File: src/rtl/perf_trace_pkg.sv
// Shared types for the pipeline trace source: trace record, FSM states and the
// sequential PC-select code that qualifies a stall.
package perf_trace_pkg;

  localparam int TRC_CNT_W = 16;
  localparam logic [1:0] PC_CTRL_SEQ = 2'b00;

  typedef enum logic [1:0] {
    ST_IDLE,
    ST_RUN,
    ST_DRAIN,
    ST_DONE
  } trc_state_e;

  typedef struct packed {
    logic [TRC_CNT_W-1:0] cycle;
    logic [31:0]          pc;
    logic [TRC_CNT_W-1:0] stall;
    logic [TRC_CNT_W-1:0] flush;
  } trc_rec_t;

endpackage

File: src/rtl/trace_fifo.sv
// Synchronous FIFO for trace records; a push into a full FIFO is accepted when a
// pop happens on the same edge. The head reads as zero while empty.
module trace_fifo #(
  parameter int  DEPTH = 8,
  parameter type T     = logic [7:0]
) (
  input  logic clk,
  input  logic rst,
  input  logic push,
  input  T     push_data,
  input  logic pop,
  output T     pop_data,
  output logic full,
  output logic empty
);

  localparam int AW = $clog2(DEPTH);

  T           mem [DEPTH];
  logic [AW:0] wr_ptr;
  logic [AW:0] rd_ptr;
  logic        do_push;
  logic        do_pop;

  // Extra pointer bit separates full from empty when the indices coincide.
  assign empty   = (wr_ptr == rd_ptr);
  assign full    = (wr_ptr[AW] != rd_ptr[AW]) && (wr_ptr[AW-1:0] == rd_ptr[AW-1:0]);
  assign do_pop  = pop && !empty;
  assign do_push = push && (!full || do_pop);

  always_comb begin
    pop_data = '0;
    if (!empty) pop_data = mem[rd_ptr[AW-1:0]];
  end

  always_ff @(posedge clk) begin
    if (do_push) mem[wr_ptr[AW-1:0]] <= push_data;
  end

  always_ff @(posedge clk or negedge rst) begin
    if (!rst) begin
      wr_ptr <= '0;
      rd_ptr <= '0;
    end else begin
      if (do_push) wr_ptr <= wr_ptr + 1'b1;
      if (do_pop)  rd_ptr <= rd_ptr + 1'b1;
    end
  end

endmodule

File: src/rtl/perf_trace_unit.sv
// Pipeline trace source: counts stalls/flushes per captured cycle and streams
// records through a FIFO. Define PERF_TRACE_FILTER_EN to record hazard cycles only.
module perf_trace_unit
  import perf_trace_pkg::*;
#(
  parameter int DEPTH      = 8,
  parameter int CNT_W      = TRC_CNT_W,
  parameter int MAX_CYCLES = 30
) (
  input  logic             clk,
  input  logic             rst,
  input  logic             start,
  input  logic [31:0]      pc_i,
  input  logic             stall_i,
  input  logic             flush_i,
  input  logic [1:0]       pc_ctrl_i,
  output logic             trc_valid_o,
  input  logic             trc_ready_i,
  output logic [CNT_W-1:0] trc_cycle_o,
  output logic [31:0]      trc_pc_o,
  output logic [CNT_W-1:0] trc_stall_o,
  output logic [CNT_W-1:0] trc_flush_o,
  output logic             overflow_o,
  output logic [CNT_W-1:0] drop_cnt_o,
  output logic             done_o
);

  localparam logic [CNT_W-1:0] LAST_CYCLE = CNT_W'(MAX_CYCLES - 1);

  trc_state_e       state;
  logic [CNT_W-1:0] cycle_cnt, stall_cnt, flush_cnt, drop_cnt;
  logic [CNT_W-1:0] stall_nxt, flush_nxt;
  logic             overflow, done;
  logic             capture, stall_hit, flush_hit, push_req, pop, drop;
  logic             full, empty;
  trc_rec_t         rec_in, rec_head;

  function automatic logic [CNT_W-1:0] sat_inc(input logic [CNT_W-1:0] v, input logic en);
    return (en && (v != '1)) ? v + CNT_W'(1) : v;
  endfunction

  // The IDLE->RUN edge already captures cycle 0.
  assign capture   = start && ((state == ST_IDLE) || (state == ST_RUN));
  assign stall_hit = stall_i && (pc_ctrl_i == PC_CTRL_SEQ);
  assign flush_hit = flush_i;
  assign stall_nxt = sat_inc(stall_cnt, stall_hit);
  assign flush_nxt = sat_inc(flush_cnt, flush_hit);

`ifdef PERF_TRACE_FILTER_EN
  assign push_req = capture && (stall_hit || flush_hit);
`else
  assign push_req = capture;
`endif

  assign pop  = trc_valid_o && trc_ready_i;
  assign drop = push_req && full && !pop;

  assign rec_in = '{cycle: TRC_CNT_W'(cycle_cnt), pc: pc_i,
                    stall: TRC_CNT_W'(stall_nxt), flush: TRC_CNT_W'(flush_nxt)};

  trace_fifo #(
    .DEPTH (DEPTH),
    .T     (trc_rec_t)
  ) u_fifo (
    .clk       (clk),
    .rst       (rst),
    .push      (push_req),
    .push_data (rec_in),
    .pop       (pop),
    .pop_data  (rec_head),
    .full      (full),
    .empty     (empty)
  );

  always_ff @(posedge clk or negedge rst) begin
    if (!rst) begin
      state     <= ST_IDLE;
      cycle_cnt <= '0;
      stall_cnt <= '0;
      flush_cnt <= '0;
      drop_cnt  <= '0;
      overflow  <= 1'b0;
      done      <= 1'b0;
    end else begin
      if (capture) begin
        cycle_cnt <= sat_inc(cycle_cnt, 1'b1);
        stall_cnt <= stall_nxt;
        flush_cnt <= flush_nxt;
      end
      if (drop) begin
        drop_cnt <= sat_inc(drop_cnt, 1'b1);
        overflow <= 1'b1;
      end
      case (state)
        ST_IDLE:  if (start) state <= (cycle_cnt == LAST_CYCLE) ? ST_DRAIN : ST_RUN;
        ST_RUN:   if (start && (cycle_cnt == LAST_CYCLE)) state <= ST_DRAIN;
        ST_DRAIN: if (empty) begin
          state <= ST_DONE;
          done  <= 1'b1;
        end
        ST_DONE:  ;
        default:  state <= ST_IDLE;
      endcase
    end
  end

  assign trc_valid_o = !empty;
  assign trc_cycle_o = CNT_W'(rec_head.cycle);
  assign trc_pc_o    = rec_head.pc;
  assign trc_stall_o = CNT_W'(rec_head.stall);
  assign trc_flush_o = CNT_W'(rec_head.flush);
  assign overflow_o  = overflow;
  assign drop_cnt_o  = drop_cnt;
  assign done_o      = done;

endmodule

File: config.mk
export PLATFORM = sky130hd
export DESIGN_NAME = perf_trace_unit
export DESIGN_NICKNAME = d
export VERILOG_FILES = /design/src/rtl/perf_trace_pkg.sv /design/src/rtl/trace_fifo.sv /design/src/rtl/perf_trace_unit.sv
export SDC_FILE = /design/constraint.sdc
export NUM_CORES = 1
export LEC_CHECK = 0
export ABC_AREA = 1
export CAP_MARGIN = 0
export CORE_ASPECT_RATIO = 1.25
export CORE_MARGIN = 1.5
export CORE_UTILIZATION = 60
export CTS_CLUSTER_DIAMETER = 100
export DETAILED_ROUTE_END_ITERATION = 7
export PLACE_DENSITY_LB_ADDON = 0.08
export SYNTH_ARGS = -nofsm -noshare
export SYNTH_HDL_FRONTEND = slang
export SYNTH_SLANG_ARGS = --single-unit
File: constraint.sdc
create_clock -name clk -period 6.6 [get_ports clk]
set_clock_uncertainty 0.2 [all_clocks]
set_input_delay 1.32 -clock clk [delete_from_list [all_inputs] [get_ports clk]]
set_output_delay 1.32 -clock clk [all_outputs]
set_load 0.02 [all_outputs]
==> metrics <==
outcome finished clean; P per Cell Area about 460 nW/um^2; CP endpoint kind output port; Via density roughly 5.8; hold path start done_o; Slew @ Worst Pin 1.316 ns; Critical Path RT 5.08 ns; dpl cells 3242; num rows 91; Port Buffers between 100 and 150; Worst Hold Path EP done_o; CTS tree yes; share of cells above drive strength 1 0.05529; Area Growth Syn to Fin 13.65%; I/O Pins 139; Setup Viol. Count Final 0; Die W 202.9 um; worst hold slack 0.2670 ns; slew margin rel. 0.1224; largest net degree at the start of global routing 180; max-slew violations 0; sequential area share after synthesis 0.7045; Post-Synth Simple-Gate Area 0.1335; Syn. warnings 0; vias in the first global route 19.12k; Synth Area in Compound Gates 0.08781; Seq cells post-synth 716; RSZ-0062 raised after global routing false; number of remaining DRC errors 0; syn nets 2614; Initial Utilization 0.6081; area of placed instances 31920 um^2; number of post-CTS setup repair buffers 0; Post-Syn Area 29980 um^2; Mean Syn Cell Area 11.69 um^2; proportion of synthesized area in mux cells 0.02671; RR Endpoint u_fifo.mem[4][75]; post-DP HPWL ~34000 um; min Tclk post-route 5.734 ns; post-synth top area cell edfxtp_1; die footprint slightly above 50000 um^2; Max Freq 0.1744 GHz; Pre-antenna DRT Iters 6; launch point of the worst path u_fifo.rd_ptr[1]; worst min path class flip-flop to flip-flop; top cell type's share of synthesized area 0.6411; flop2flop setup slack 2.24 ns; count leader, synth edfxtp_1; Final nets 2711; # hold bufs at CTS 0; number of flops mapped to enable cells by yosys 640; Max Cap Viol 0; first-pass GRT wire length 104000 um; Critical Path Fanout Max a little over 90; Synth Flop Type edfxtp_1; core area between 40000 and 50000 um^2; Post-CTS Resized 0; P_leak 0.01215 uW; H-tree Lvls 3; wire per inst 19.88 um; root buffer cell clkbuf_16; ranking of synthesized cells by area edfxtp_1 (64%), nor2_1 (7.0%), dfrtp_1 (6.3%); hold path depth 2; Gate Count Post-Synth about 2.6k; Clock Sinks ~720; total CTS buffers 68; Synth Area in XOR/XNOR 0.01135; Final Cell Area ~34000 um^2; Setup TNS Final 0 ns; FFs w/ async S/R, synth 0.1061; hold violation count in the final report 0; largest vdd supply drop 0.0003889 V; DR vias 19.65k; final wirelength between 60000 and 70000 um; DRT antenna net count 0; Crit Path Class flip-flop to output port; grt total ovfl 0; initial antenna violation count 0; Initial DRC Count approximately 1.5k; Max Root-Sink Buffers 3; main combinational cell family by area after synthesis simple AND/OR/NAND/NOR gates; Final Wtd Congestion 0.8425; total track usage 0.2630; RR Startpoint u_fifo.rd_ptr[0]; worst-skew pair later-pin latency around 0.6 ns; Worst Reg2Reg Path Length in Cells 8; startpoint types flip-flop; Final period util 0.8688; Synth cell types 36; Post-Synth Adder-Cell Area 0.004174; Post-synth top cells edfxtp_1 (640), nor2_1 (556), o21ai_0 (326); Final Util 0.6911; Non-Filler Instances 3365; Arrival @ worst endpoint 4.21 ns; Worst-path clk slew roughly 0.060 ns; Die Height 252.9 um
==> cell usage in the layout, fill, tap and decap left out, types with 9 or more instances in the layout <==
cell,netlist,final
and2_1,20,20
buf_12,0,9
buf_4,17,21
clkbuf_1,61,26
clkbuf_16,0,69
clkdlybuf4s50_1,0,137
dfrtp_1,76,73
edfxtp_1,640,640
ha_1,10,10
inv_1,74,74
mux2i_1,80,80
nand2_1,316,316
nand3_1,72,72
nand4_1,13,13
nor2_1,556,548
nor2_4,2,10
o21ai_0,326,326
o21ai_1,95,94
o22ai_1,80,80
xnor2_1,20,20
xor2_1,17,17
==> flip-flops by register name, indices dropped and copies added, names as in the netlist <==
name           flops
u_fifo.mem       640
cycle_cnt         16
drop_cnt_o        16
flush_cnt         16
stall_cnt         16
u_fifo.rd_ptr      4
u_fifo.wr_ptr      4
state              2
done_o             1
overflow_o         1
==> area by class of cell <==
type / count / area [um^2]
clock inverters: 21 / 239.0
diodes: 1 / 2.502
fillers: 3419 / 15230
repair buffers: 167 / 1709
clock buffers: 101 / 1907
well taps: 651 / 814.5
flip-flops and latches: 716 / 21130
inverters: 78 / 299.0
multi-input cells: 1630 / 7969
==> power by group <==
part | switching [uW] | internal, uW | leakage [uW]
registers | 402 | 5620 | 0.00694
logic | 3840 | 2200 | 0.00417
clock network | 1580 | 2200 | 0.00104
==> worst max-delay path, stage by stage (launching register included) <==
cell and delay [ns]:
dfrtp_4 1.09, xor2_1 0.19, nor2_1 0.11, nand2_4 0.91, o21ai_0 0.22, nor2_1 0.38
clkdlybuf4s50_1 0.69
==> how the worst max path moves through the flow <==
stage / to / slack [ns] / cells past startpoint
finish: trc_flush_o[9] / 0.87 / 6
global route: trc_flush_o[9] / 0.68 / 6
CTS: trc_flush_o[9] / 0.87 / 6
detailed placement: trc_stall_o[12] / 1.51 / 6
global placement: trc_stall_o[12] / 1.56 / 6
floorplan: u_fifo.mem[0][0] / 0.75 / 6
==> per-stage QoR <==
stage,worst slack [ns],power [uW]
after global routing,0.6762,16660
after floorplan,0.7542,9852
after detailed placement,1.507,12130
final,0.8662,15840
after CTS,0.8688,15920
after global placement,1.557,11990
==> cell families (layout without fill, tap and decap cells) <==
group,after synthesis,count (layout)
adders and majority gates,10,10
xor gates and xnor gates,38,38
AOI/OAI and AO/OA,505,505
buffers and inverters,218,367
muxes,80,80
DFF,716,716
and+or+nand+nor,997,997
other,0,1
==> metal layers <==
metal,vias to the layer above,wire length [um],global-route usage
li1,9214,-,-
met1,9744,28070,0.3555
met2,593,33430,0.4460
met3,99,4006,0.03333
met4,0,1394,0.08635
met5,-,0,0
Power figures use the tool's default switching activity.
